## src/rtl/axis_xform_decoder.sv

```systemverilog
// Inverse of the stream transform: undoes pass/byte-reverse/constant-add per packet
// and buffers results in a 2-entry skid buffer, with beat/packet counters and a keep error flag.
module axis_xform_decoder #(
  parameter int TDATA_WIDTH = 32
) (
  input  logic                       aclk,
  input  logic                       aresetn,
  input  logic [TDATA_WIDTH-1:0]     s_axis_tdata,
  input  logic [TDATA_WIDTH/8-1:0]   s_axis_tkeep,
  input  logic                       s_axis_tlast,
  input  logic                       s_axis_tvalid,
  output logic                       s_axis_tready,
  output logic [TDATA_WIDTH-1:0]     m_axis_tdata,
  output logic [TDATA_WIDTH/8-1:0]   m_axis_tkeep,
  output logic                       m_axis_tlast,
  output logic                       m_axis_tvalid,
  input  logic                       m_axis_tready,
  input  logic [1:0]                 mode,
  input  logic [TDATA_WIDTH-1:0]     constant_value,
  output logic [31:0]                beat_count,
  output logic [31:0]                pkt_count,
  output logic                       keep_err
);
  localparam int KW = TDATA_WIDTH / 8;

  // Handshake: a beat moves on an edge where valid && ready; valid never waits on ready,
  // and a presented output beat holds its payload until it is taken.
  typedef enum logic {IDLE = 1'b0, IN_PKT = 1'b1} state_t;

  state_t                 state;
  logic [1:0]             act_mode;
  logic [TDATA_WIDTH-1:0] act_const;

  logic                   main_valid;
  logic [TDATA_WIDTH-1:0] main_data;
  logic [KW-1:0]          main_keep;
  logic                   main_last;
  logic                   skid_valid;
  logic [TDATA_WIDTH-1:0] skid_data;
  logic [KW-1:0]          skid_keep;
  logic                   skid_last;
  logic                   ready_r;

  logic                   accept;
  logic                   drain;
  logic                   skid_next;
  logic [1:0]             eff_mode;
  logic [TDATA_WIDTH-1:0] eff_const;
  logic [TDATA_WIDTH-1:0] dec_data;
  logic [KW-1:0]          dec_keep;

  assign s_axis_tready = ready_r;
  assign m_axis_tvalid = main_valid;
  assign m_axis_tdata  = main_data;
  assign m_axis_tkeep  = main_keep;
  assign m_axis_tlast  = main_last;

  always_comb begin
    accept    = s_axis_tvalid && ready_r;
    drain     = main_valid && m_axis_tready;
    // Skid only fills when main is stalled; it empties whenever main drains.
    skid_next = skid_valid ? !drain : (accept && main_valid && !drain);
    // The first beat of a packet decodes with the live controls it is about to latch.
    eff_mode  = (state == IDLE) ? mode : act_mode;
    eff_const = (state == IDLE) ? constant_value : act_const;
    dec_data  = s_axis_tdata;
    dec_keep  = s_axis_tkeep;
    case (eff_mode)
      2'd1: begin
        for (int i = 0; i < KW; i++) begin
          dec_data[8*i +: 8] = s_axis_tdata[8*(KW-1-i) +: 8];
          dec_keep[i]        = s_axis_tkeep[KW-1-i];
        end
      end
      2'd2:    dec_data = s_axis_tdata - eff_const;
      default: dec_data = s_axis_tdata;
    endcase
  end

  always_ff @(posedge aclk) begin
    if (!aresetn) begin
      state     <= IDLE;
      act_mode  <= 2'd0;
      act_const <= '0;
    end else if (accept) begin
      if (state == IDLE) begin
        act_mode  <= mode;
        act_const <= constant_value;
      end
      state <= s_axis_tlast ? IDLE : IN_PKT;
    end
  end

  always_ff @(posedge aclk) begin
    if (!aresetn) begin
      main_valid <= 1'b0;
      main_data  <= '0;
      main_keep  <= '0;
      main_last  <= 1'b0;
      skid_valid <= 1'b0;
      skid_data  <= '0;
      skid_keep  <= '0;
      skid_last  <= 1'b0;
      ready_r    <= 1'b0;
      beat_count <= 32'd0;
      pkt_count  <= 32'd0;
      keep_err   <= 1'b0;
    end else begin
      if (skid_valid) begin
        if (drain) begin
          main_data <= skid_data;
          main_keep <= skid_keep;
          main_last <= skid_last;
        end
      end else if (accept) begin
        if (!main_valid || drain) begin
          main_valid <= 1'b1;
          main_data  <= dec_data;
          main_keep  <= dec_keep;
          main_last  <= s_axis_tlast;
        end else begin
          skid_data <= dec_data;
          skid_keep <= dec_keep;
          skid_last <= s_axis_tlast;
        end
      end else if (drain) begin
        main_valid <= 1'b0;
      end
      skid_valid <= skid_next;
      ready_r    <= !skid_next;
      if (drain) begin
        beat_count <= beat_count + 32'd1;
        if (main_last) pkt_count <= pkt_count + 32'd1;
      end
      if (accept && (s_axis_tkeep == '0)) keep_err <= 1'b1;
    end
  end
endmodule

```

## config.mk

```make
export PLATFORM = sky130hd
export DESIGN_NAME = axis_xform_decoder
export DESIGN_NICKNAME = d
export VERILOG_FILES = /design/src/rtl/axis_xform_decoder.sv
export SDC_FILE = /design/constraint.sdc
export NUM_CORES = 1
export LEC_CHECK = 0
export ABC_CLOCK_PERIOD_IN_PS = 8050
export BUFFER_PORTS_ARGS = -buffer_cell sky130_fd_sc_hd__buf_4
export CELL_PAD_IN_SITES_DETAIL_PLACEMENT = 0
export CELL_PAD_IN_SITES_GLOBAL_PLACEMENT = 1
export CORE_MARGIN = 2
export CORE_UTILIZATION = 46
export DETAILED_ROUTE_END_ITERATION = 16
export PLACE_DENSITY = 0.95
export SYNTH_ARGS = -nofsm -noshare
export SYNTH_HDL_FRONTEND = slang
export SYNTH_SLANG_ARGS = --single-unit
```

## constraint.sdc

```tcl
create_clock -name aclk -period 8.05 [get_ports aclk]
set_input_delay 0.4025 -clock aclk [delete_from_list [all_inputs] [get_ports aclk]]
set_output_delay 0.4025 -clock aclk [all_outputs]
set_load 0.01 [all_outputs]
```

Word level (Yosys, flattened, before mapping)
Index checks and enable logic that the tools add are counted.
{ "totals": {"regBits": 177, "inputBits": 75, "output_inout_bits": 104, "elab_cells": 62} }
{ "classes": {"add_sub_neg": 3, "n_eq_ne": 4, "muxes": 21, "bitwise": 2, "n_reduce_logical": 17} }
{ "ops": {"columns": ["op", "count"], "rows": [
  ["2-to-1 mux 32 bit", 5],
  ["adder 32 x 1 -> 32 bit, second input constant", 2],
  ["case mux 32 bit (2 select lines)", 1],
  ["subtractor 32 bit", 1],
  ["2-to-1 mux 4 bit", 5],
  ["2-to-1 mux 1 bit", 9],
  ["AND reduction 3 bit", 3],
  ["nonzero test 2 bit", 3],
  ["logical AND 1 bit", 5],
  ["logical NOT 4 bit", 1],
  ["inequality test 2 x 1 -> 1 bit, second input constant", 2],
  ["logical NOT 1 bit", 3],
  ["equality test 2 x 1 -> 1 bit, second input constant", 1],
  ["equality test 2 bit, second input constant", 1],
  ["2-to-1 mux 2 bit", 1],
  ["NOT 1 bit", 2],
  ["AND reduction 2 bit", 1],
  ["logical OR 1 bit", 1]
]} }

Longest topological paths before layout
Gate-level depths: netlist of run 1.
{ "depth": {"word_depth": 6, "depth_mapped": 14, "ltp_nobuf": 12} }

Least setup slack after synthesis of run 1
Ideal clock, no wire load.
{ "synth_path": {"path_kind": "reg-to-reg", "from": "register state", "to": "register main_data[29] (netlist: m_axis_tdata[29])", "setup_time_ns": 0.138, "t_arrival_ns": 3.263, "required_time_ns": 7.912, "setup_slack_ns": 4.649, "path_stages_with_launch": 14, "period_less_slack_ns": 3.401, "cell_sequence": "dfxtp_1 > buf_6 > buf_1 > mux2i_1 > ha_1 > a21oi_1 > nand2_1 > a41oi_2 > o21ai_0 > a2111oi_0 > nor2_1 > xor2_1 > a221oi_1 > o221ai_1"} }
{ "synth_via": {"elab_chain_cells": 6, "word_cells_on_any_way": 9, "classes_between": "1 x add/sub; 2 x eq/ne; 6 x mux"} }
{ "synth_lines": {"columns": ["element", "line_no", "rtl"], "rows": [
  ["from (decl)", "30", "state_t state;"],
  ["from (signal assigned)", "90", "state <= s_axis_tlast ? IDLE : IN_PKT;"],
  ["2-to-1 mux 32 bit or 2-to-1 mux 2 bit (tied branches)", null, null],
  ["subtractor 32 bit, or another cell as far along", "75", "2'd2: dec_data = s_axis_tdata - eff_const;"],
  ["case mux 32 bit (2 select lines) (*)", "68", "case (eff_mode)"],
  ["2-to-1 mux 32 bit (*)", "116", "if (!main_valid || drain) begin"],
  ["2-to-1 mux 32 bit (*)", "115", "end else if (accept) begin"],
  ["2-to-1 mux 32 bit (*)", "109", "if (skid_valid) begin"],
  ["to (signal assigned)", "111", "main_data <= skid_data;"],
  ["to (signal assigned)", "118", "main_data <= dec_data;"],
  ["to (decl)", "35", "logic [TDATA_WIDTH-1:0] main_data;"]
]} }
Mark *: on every way between the ends. The rest lies on a longest branch, timed or not. The select of a mux whose other input is x is not followed.
A chain may end at the register's enable or synchronous reset.

Worst setup path in the final report of run 1
{ "layout_path": {"from": "register state", "to": "register main_data[18] (netlist: m_axis_tdata[18])"} }
{ "layout_via": {"elab_chain_cells": 6, "word_cells_on_any_way": 9, "classes_between": "1 x add/sub; 2 x eq/ne; 6 x mux"} }
{ "layout_lines": {"columns": ["element", "line_no", "rtl"], "rows": [
  ["2-to-1 mux 32 bit", null, null],
  ["net eff_const[0]", "48", "logic [TDATA_WIDTH-1:0] eff_const;"],
  ["subtractor 32 bit", "75", null],
  ["case mux 32 bit (2 select lines)", "68", null],
  ["2-to-1 mux 32 bit", "116", null],
  ["2-to-1 mux 32 bit", "115", null],
  ["2-to-1 mux 32 bit", "109", null]
]} }
The timed path passes the listed nets, and every way through them passes these cells. The select of a mux whose other input is x is not followed.

==> results of run 1 <==
cell families after synthesis:
family,count (synthesis),share of synthesized area
compound gates,337,0.237
xor+xnor,73,0.0628
fa+ha+maj,44,0.0548
buf+inv,99,0.0420
flops,177,0.348
mux,51,0.0502
simple gates,426,0.206
report_power, final:
| group | total, mW | internal, mW | switching (mW) |
|---|---|---|---|
| Combinational | 0.484 | 0.194 | 0.290 |
| Clock | 0.835 | 0.419 | 0.416 |
| Sequential | 0.929 | 0.907 | 0.0218 |
path summary, 6_finish.rpt:
kind                           start          endpoint
setup / recovery               state  m_axis_tdata[18]
hold / removal    constant_value[31]     act_const[31]
setup reg to reg               state  m_axis_tdata[18]
hold reg to reg        skid_data[24]     skid_data[24]
routing by layer:
layer	global-route usage	part of all wire	vias to the layer above
li1	-	-	4613
met1	0.322	0.46	4375
met2	0.380	0.46	310
met3	0.0539	0.066	48
met4	0.0692	0.018	0
met5	0	0	-
tightest hold or removal path, stage by stage:
cell and delay [ns]:
buf_4 0.12, nand2_1 0.05, a21boi_0 0.07
layout make-up:
| type | count | share of cell area |
|---|---|---|
| Multi-Input combinational cell | 931 | 0.511 |
| Sequential cell | 177 | 0.290 |
| Timing Repair Buffer | 188 | 0.116 |
| Clock buffer | 17 | 0.0349 |
| Tap cell | 280 | 0.0287 |
| Clock inverter | 15 | 0.0134 |
| Inverter | 20 | 0.00615 |
registers in the layout, summed over array words and instances, names as in the netlist, 2 cells and up:
name	count
beat_count	32
skid_keep	4
m_axis_tkeep	4
act_const	32
pkt_count	32
m_axis_tdata	32
act_mode	2
skid_data	32
placed cells by master, fill, tap and decap left out, types with 4 or more instances in the layout:
master,synthesis,routed
a21boi_0,24,24
a21oi_1,74,73
or3_1,18,18
nand2b_1,8,8
xnor2_1,52,52
o211ai_1,23,23
a222oi_1,4,4
o311ai_0,7,7
nand4_1,18,18
ha_1,43,43
nor2b_1,16,16
o21a_1,4,4
o211a_1,52,52
nor2_1,38,38
dfxtp_1,177,176
nand3_1,36,36
nor3_1,18,17
a221oi_1,11,11
inv_1,19,19
clkbuf_16,0,17
a22oi_1,5,5
mux2i_1,50,50
nand2_1,171,171
o21ai_0,68,68
and2_1,64,63
and3_1,23,23
buf_4,1,188
inv_8,0,6
xor2_1,21,21
a21o_1,14,14
a31oi_1,10,10
stage by stage:
stage | setup slack [ns] | total power, mW
4_1_cts | 3.44 | 2.26
3_3_place_gp | 3.51 | 1.42
2_1_floorplan | 4.65 | 1.26
5_1_grt | 3.08 | 2.35
3_5_place_dp | 3.52 | 1.42
6_report | 3.36 | 2.25
==> results.yml, run 1 <==
critical_path:
  cp.arrival_ns: 5.01
  rr_worst_depth: 12
  cpLargestDelayFamily: "compound AO/OA/AOI/OAI gates"
  crit_chain: "mux2_2, ha_1, fa_1, nand3b_1, a21boi_0, o2111ai_1, a21oi_1, nor2_1, xnor2_1, a222oi_1, a21oi_1, a31o_2"
  r2r_slack_ns: 3.36
  cp_common_cell: "a21oi_1"
  cp_slowest_stage_delay_ns: 1.07
  worstSetupEndpointType: "register"
  critPathBufInv: 0
  path_class: "register to register"
  required_ns: 8.37
  slowest_stage: "dfxtp_2"
  path_depth: 12
  start_kind: "register"
  cp_max_fo: 37
routing:
  routed_wl_um: 28200
  drt-initial-drc-count: 731
  vias: 9346
  wl_per_cell_um: 17.3
  drt_pass1_iterations: 7
  drtAntennaViolNets: 0
  vias_per_cell: 5.74
  drc: 0
clock_tree:
  htree_levels: 4
  cts_buffers: 17
  cts_buffer_depth: 2
  cts_sinks: 177
  clockRootBuffer: "clkbuf_16"
  ctsHoldBuffers: 0
  post-cts-setup-buffer-count: 0
  cts_tree: "built"
  clock_latency_ns: 0.44
  cts-resized-gates: 0
  path_clk_slew_ns: 0.07
worst_hold_path:
  timing.hold.worst_path_depth: 3
  worstHoldPathType: "input pin to register"
finish:
  fin_cells: 1628
  area_growth_pct: 19.8
  multi_input_area_um2: 6230
  finalNetCount: 1454
  fillCellCount: 2001
  fin_area_um2: 12200
  register_area_um2: 3540
  drive_above_1_share: 0.177
  n_antenna_cell: 0
  final_util: 0.561
place:
  place_inst: 1596
  io_buffers: 178
  detailed_place_hpwl_um: 20500
  placed_cell_area_um2: 11600
  gp_congestion: 0.945
sta:
  worst_slew_pin_slew_ns: 1.14
  period_minus_slack_ns: 4.69
  skew_ns: 0.0123
  slew_headroom: 0.243
  max_freq_mhz: 213
  hold_viol: 0
  finalCritPeriodShare: 0.582
  finalSetupViolations: 0
  fin_tns_setup_ns: 0
  rsz0062_at_grt: "no"
  whs_ns: 0.247
  report.final.slew_viol_count: 0
status:
  status: "completed"
logic_synthesis:
  synthesis.area_um2: 10200
  synth_nets: 1326
  ys.warnings.count: 0
  ys_ff_latch: 177
  ys_types: 73
  synth_top_area_frac: 0.348
  yosysMostFrequentCell: "dfxtp_1"
  syn_inst: 1207
  yosys.area.top_type: "dfxtp_1"
  synth_area_leaders: "dfxtp_1 (35%), nand2_1 (6.3%), ha_1 (5.3%)"
  synth_ff_type: "dfxtp_1"
  syn_area_per_cell_um2: 8.44
  synth_edf_count: 0
  yosysSeqAreaShare: 0.348
  async_reset_ff_frac: 0
  yosys-top-cells-count: "dfxtp_1 (177), nand2_1 (171), a21oi_1 (74)"
floorplan:
  io_pins: 179
  rows: 54
  core-area_um2: 21800
  die_area_um2: 23400
  die_x_um: 153
  start_util: 0.468
  die_h_um: 153
grt:
  grt_pass1_vias: 8794
  grt_max_degree: 110
  antenna_found_initial: 0
  overflow: 0
  grt_pass1_wl_um: 45400
  grt_usage: 0.238
power_and_ir_drop:
  p_leak_nw: 5.51
  power_density_nw_per_um2: 184
  peakVddDrop_uv: 130
run:
  drv_cap: 0
(Power assumes the default switching activity.)
==> inputs of run 2 (changes only) <==
Settings changed: ABC_CLOCK_PERIOD_IN_PS 8050 to 4000, CORE_UTILIZATION 46 to 38, PLACE_DENSITY 0.95 to 0.89.
Clock period 8.05 ns to 4 ns, I/O delays scaled along.
==> results.yml, run 2 (same netlist as run 1, synthesis figures left out) <==
status:
  status: "completed"
finish:
  area_growth_pct: 21.6
  n_antenna_cell: 0
  finalNetCount: 1463
  drive_above_1_share: 0.183
  final_util: 0.473
  layout_commonest_cell: "buf_4"
  layout_common_cells: "buf_4 (195), dfxtp_1 (176), nand2_1 (171), a21oi_1 (73), o21ai_0 (68)"
floorplan:
  die_area_um2: 28100
  die_x_um: 168
  rows: 59
  start_util: 0.389
  core-area_um2: 26200
  io_pins: 179
  die_h_um: 168
grt:
  antenna_found_initial: 0
  grt_pass1_wl_um: 47900
  grt_max_degree: 88
  overflow: 0
  grt_pass1_vias: 8861
  grt_usage: 0.213
routing:
  vias: 9388
  wl_per_cell_um: 17.9
  drtAntennaViolNets: 0
  drt-initial-drc-count: 701
  vias_per_cell: 5.55
  drc: 0
  drt_pass1_iterations: 5
  routed_wl_um: 30300
sta:
  skew_ns: 0.0107
  hold_viol: 0
  rsz0062_at_grt: "no"
  finalSetupViolations: 0
  fin_tns_setup_ns: 0
  worst_slew_pin_slew_ns: 1.11
  period_minus_slack_ns: 3.72
  report.final.slew_viol_count: 0
  slew_headroom: 0.261
  finalCritPeriodShare: 0.931
  max_freq_mhz: 269
  timing.final.ws_setup_ns: 0.277
place:
  dp_slack_ns: 0.303
  gp_congestion: 0.940
  io_buffers: 178
  detailed_place_hpwl_um: 22500
power_and_ir_drop:
  p_leak_nw: 5.57
  peakVddDrop_uv: 221
  power_density_nw_per_um2: 372
clock_tree:
  clock_latency_ns: 0.42
  cts_tree: "built"
  cts_buffers: 17
  htree_levels: 4
  cts_buffer_depth: 2
  clockRootBuffer: "clkbuf_16"
  post-cts-setup-buffer-count: 0
  path_clk_slew_ns: 0.07
  cts_sinks: 177
critical_path:
  start_kind: "register"
  critPathBufInv: 3
  cp_slowest_stage_delay_ns: 0.51
  rr_worst_depth: 14
  cp_max_fo: 31
  cp.arrival_ns: 4.04
  slowest_stage: "a222oi_1"
  crit_chain: "buf_12, mux2i_1, ha_1, a21oi_1, nand2_1, a41oi_2, buf_4, o21a_1, o21ai_0, xor2_1, a222oi_1, buf_4, o21ai_0, o211a_1"
  path_class: "register to register"
  path_depth: 14
  worstSetupEndpointType: "register"
  cpLargestDelayFamily: "compound AO/OA/AOI/OAI gates"
  required_ns: 4.32
worst_hold_path:
  timing.hold.worst_path_depth: 3
  worstHoldPathType: "input pin to register"
run:
  drv_cap: 0
## run 2: changes by cell type in the layout (fill, tap and decap cells not counted), sizes merged
cell and delta:
buf +9, clkbuf +1, bufinv +1, clkinvlp +1, inv -1, clkinv -2
## run 2: final cells by class
| class | count | area, µm² |
|---|---|---|
| timing repair buffer | 197 | 1500 |
| fill | 2564 | 13800 |
| sequential | 177 | 3540 |
| multi-input combinational | 931 | 6240 |
| inverter | 20 | 75.1 |
| clock buffer | 18 | 439 |
| clock inverter | 14 | 169 |
| tap | 335 | 419 |
## run 2: worst reg2reg max path, stage by stage (launching register included)
cell and delay [ns]:
dfxtp_2 0.44, buf_12 0.26, mux2i_1 0.33, ha_1 0.33, a21oi_1 0.15, nand2_1 0.13
a41oi_2 0.27, buf_4 0.20, o21a_1 0.19, o21ai_0 0.12, xor2_1 0.17, a222oi_1 0.51
buf_4 0.22, o21ai_0 0.12, o211a_1 0.17
## run 2: final timing paths
| check | endpoint | startpoint | slack [ns] |
|---|---|---|---|
| min reg2reg | skid_data[24] | skid_data[24] | 0.46 |
| min | act_const[31] | constant_value[31] | 0.06 |
| max reg2reg | m_axis_tdata[19] | state | 0.28 |
| max | m_axis_tdata[19] | state | 0.28 |
## run 2: timing repair
item / CTS / global route
hold buffers: 0 / 0
gates resized for setup: 0 / 1
endpoints found under the hold margin: 0 / 0
setup endpoints to repair: 0 / 2
## run 2: report_power, final
| group | total, mW | switching (mW) | internal [mW] |
|---|---|---|---|
| sequential | 1.86 | 0.0388 | 1.83 |
| clock | 1.73 | 0.815 | 0.912 |
| combinational | 1.01 | 0.611 | 0.404 |
## run 2: layer usage
| layer | global-route usage | wire length (µm) | share of wire | vias to the layer above |
|---|---|---|---|---|
| met5 | 0 | 0 | 0 | - |
| li1 | - | - | - | 4622 |
| met2 | 0.343 | 13600 | 0.45 | 283 |
| met3 | 0.0336 | 1660 | 0.055 | 34 |
| met4 | 0.0560 | 531 | 0.018 | 0 |
| met1 | 0.297 | 14600 | 0.48 | 4449 |
## run 2: through the flow
stage                     instance area (µm²)  power, mW  instances  hold slack (ns)
after floorplan                         10200       2.55       1207            0.345
after global placement                  11800       2.90       1660            0.441
after detailed placement                11800       2.91       1660            0.443
after CTS                               12400       4.64       1692           0.0368
after global routing                    12400       4.82       1692           0.0414
final                                   12400       4.61       1692           0.0575
==> inputs of run 3 (changes only) <==
--- a/config.mk
+++ b/config.mk
@@ -17,2 +17,3 @@
 export SYNTH_HDL_FRONTEND = slang
 export SYNTH_SLANG_ARGS = --single-unit
+export TNS_END_PERCENT = 5
==> constraint.sdc (replaced) <==
create_clock -name aclk -period 4 [get_ports aclk]
set_input_delay 0.8 -clock aclk [delete_from_list [all_inputs] [get_ports aclk]]
set_output_delay 0.8 -clock aclk [all_outputs]
set_load 0.01 [all_outputs]
==> results.yml, run 3 (same netlist as run 1, synthesis figures left out) <==
power_and_ir_drop:
  peakVddDrop_uv: 192
  power_density_nw_per_um2: 368
  p_leak_nw: 5.61
sta:
  worst_slew_pin_slew_ns: 0.991
  fin_tns_setup_ns: 0
  finalCritPeriodShare: 0.916
  hold_viol: 0
  period_minus_slack_ns: 3.66
  rsz0062_at_grt: "no"
  slew_headroom: 0.337
  report.final.slew_viol_count: 0
  max_freq_mhz: 273
  timing.final.ws_setup_ns: 0.338
  skew_ns: 0.0143
  finalSetupViolations: 0
finish:
  area_growth_pct: 22.2
  fin_area_um2: 12400
  fin_cells: 1701
  drive_above_1_share: 0.190
  n_antenna_cell: 0
  finalNetCount: 1472
  final_util: 0.475
  fillCellCount: 2533
  layout_common_cells: "buf_4 (205), dfxtp_1 (176), nand2_1 (171), a21oi_1 (72), o21ai_0 (68)"
  layout_commonest_cell: "buf_4"
floorplan:
  core-area_um2: 26200
  start_util: 0.389
  die_x_um: 168
  die_h_um: 168
  rows: 59
  die_area_um2: 28100
  io_pins: 179
clock_tree:
  cts_tree: "built"
  clockRootBuffer: "clkbuf_16"
  cts_buffer_depth: 2
  path_clk_slew_ns: 0.08
  htree_levels: 4
  ctsHoldBuffers: 0
  cts_sinks: 177
  cts_buffers: 17
  clock_latency_ns: 0.44
place:
  place_inst: 1668
  detailed_place_hpwl_um: 21700
  placed_cell_area_um2: 11800
  gp_congestion: 0.942
  dp_slack_ns: -0.0211
  io_buffers: 178
grt:
  grt_max_degree: 89
  grt_pass1_vias: 8884
  antenna_found_initial: 0
  overflow: 0
  grt_usage: 0.206
  grt_pass1_wl_um: 46700
critical_path:
  cp_max_fo: 26
  cp_slowest_stage_delay_ns: 0.45
  start_kind: "register"
  rr_startpoint: "state"
  slowest_stage: "fa_1"
  crit_chain: "buf_12, mux2i_1, inv_1, fa_1, nand3b_1, a21boi_0, buf_4, o2111ai_1, a21oi_2, buf_4, o311a_1, nor2_1, a311o_1, o21ai_0, a31oi_1"
  critPathLaunch: "state"
  required_ns: 4.28
  worstSetupEndpointType: "register"
  cp.arrival_ns: 3.94
  path_class: "register to register"
  cp_common_cell: "buf_4"
routing:
  routed_wl_um: 29400
  vias_per_cell: 5.58
  wl_per_cell_um: 17.3
  drt-initial-drc-count: 877
  drt_pass1_iterations: 8
  drtAntennaViolNets: 0
  vias: 9489
  drc: 0
status:
  status: "completed"
worst_hold_path:
  worstHoldPathType: "register to register"
  hp-start: "skid_data[24]"
run:
  drv_cap: 0
run 3: worst max-delay path, delay by kind of cell (launching register included):
family | cells | cell delay, ns
AO/OA/AOI/OAI | 7 | 1.42
buffers and inverters | 4 | 0.64
adder cells (fa/ha/maj) | 1 | 0.45
flip-flops | 1 | 0.40
multiplexers | 1 | 0.33
AND/OR/NAND/NOR | 2 | 0.25
run 3: area by class of cell:
cell class / instances / area (µm²) / share of cell area
Clock buffer: 17 / 425 / 0.0342
Clock inverter: 15 / 184 / 0.0148
Inverter: 20 / 75.1 / 0.00603
Multi-Input combinational cell: 931 / 6240 / 0.501
Sequential cell: 177 / 3540 / 0.285
Tap cell: 335 / 419 / 0.0337
Timing Repair Buffer: 206 / 1560 / 0.125
run 3: where the power goes:
part	switching (mW)	leakage [nW]	internal, mW	total, mW
logic	0.598	3.88	0.412	1.01
clock network	0.853	0.295	0.852	1.71
registers	0.0392	1.44	1.83	1.86
run 3: path summary, 6_finish.rpt:
check	to	slack [ns]	depth (start not counted)
worst min-delay path	skid_data[24]	0.45	2
worst max-delay path	m_axis_tdata[24]	0.34	15
worst min register to register	skid_data[24]	0.45	2
worst max register to register	m_axis_tdata[24]	0.34	15
run 3: stage by stage:
| stage | power, mW | hold WS, ns |
|---|---|---|
| after floorplan | 2.55 | 0.426 |
| after global placement | 2.88 | 0.445 |
| after detailed placement | 2.90 | 0.448 |
| after CTS | 4.61 | 0.458 |
| after global routing | 4.78 | 0.488 |
| final | 4.58 | 0.454 |
run 3: repair_timing:
| action | 4_1_cts | 5_1_grt |
|---|---|---|
| setup buffers | 0 | 1 |
| endpoints found under the setup margin | 0 | 6 |
| resized for setup | 0 | 2 |
run 3: metal layers:
layer,vias up,GRT usage,share of wire
li1,4641,-,-
met1,4488,0.274,0.46
met2,329,0.341,0.46
met3,31,0.0437,0.062
met4,0,0.0480,0.012
met5,-,0,0
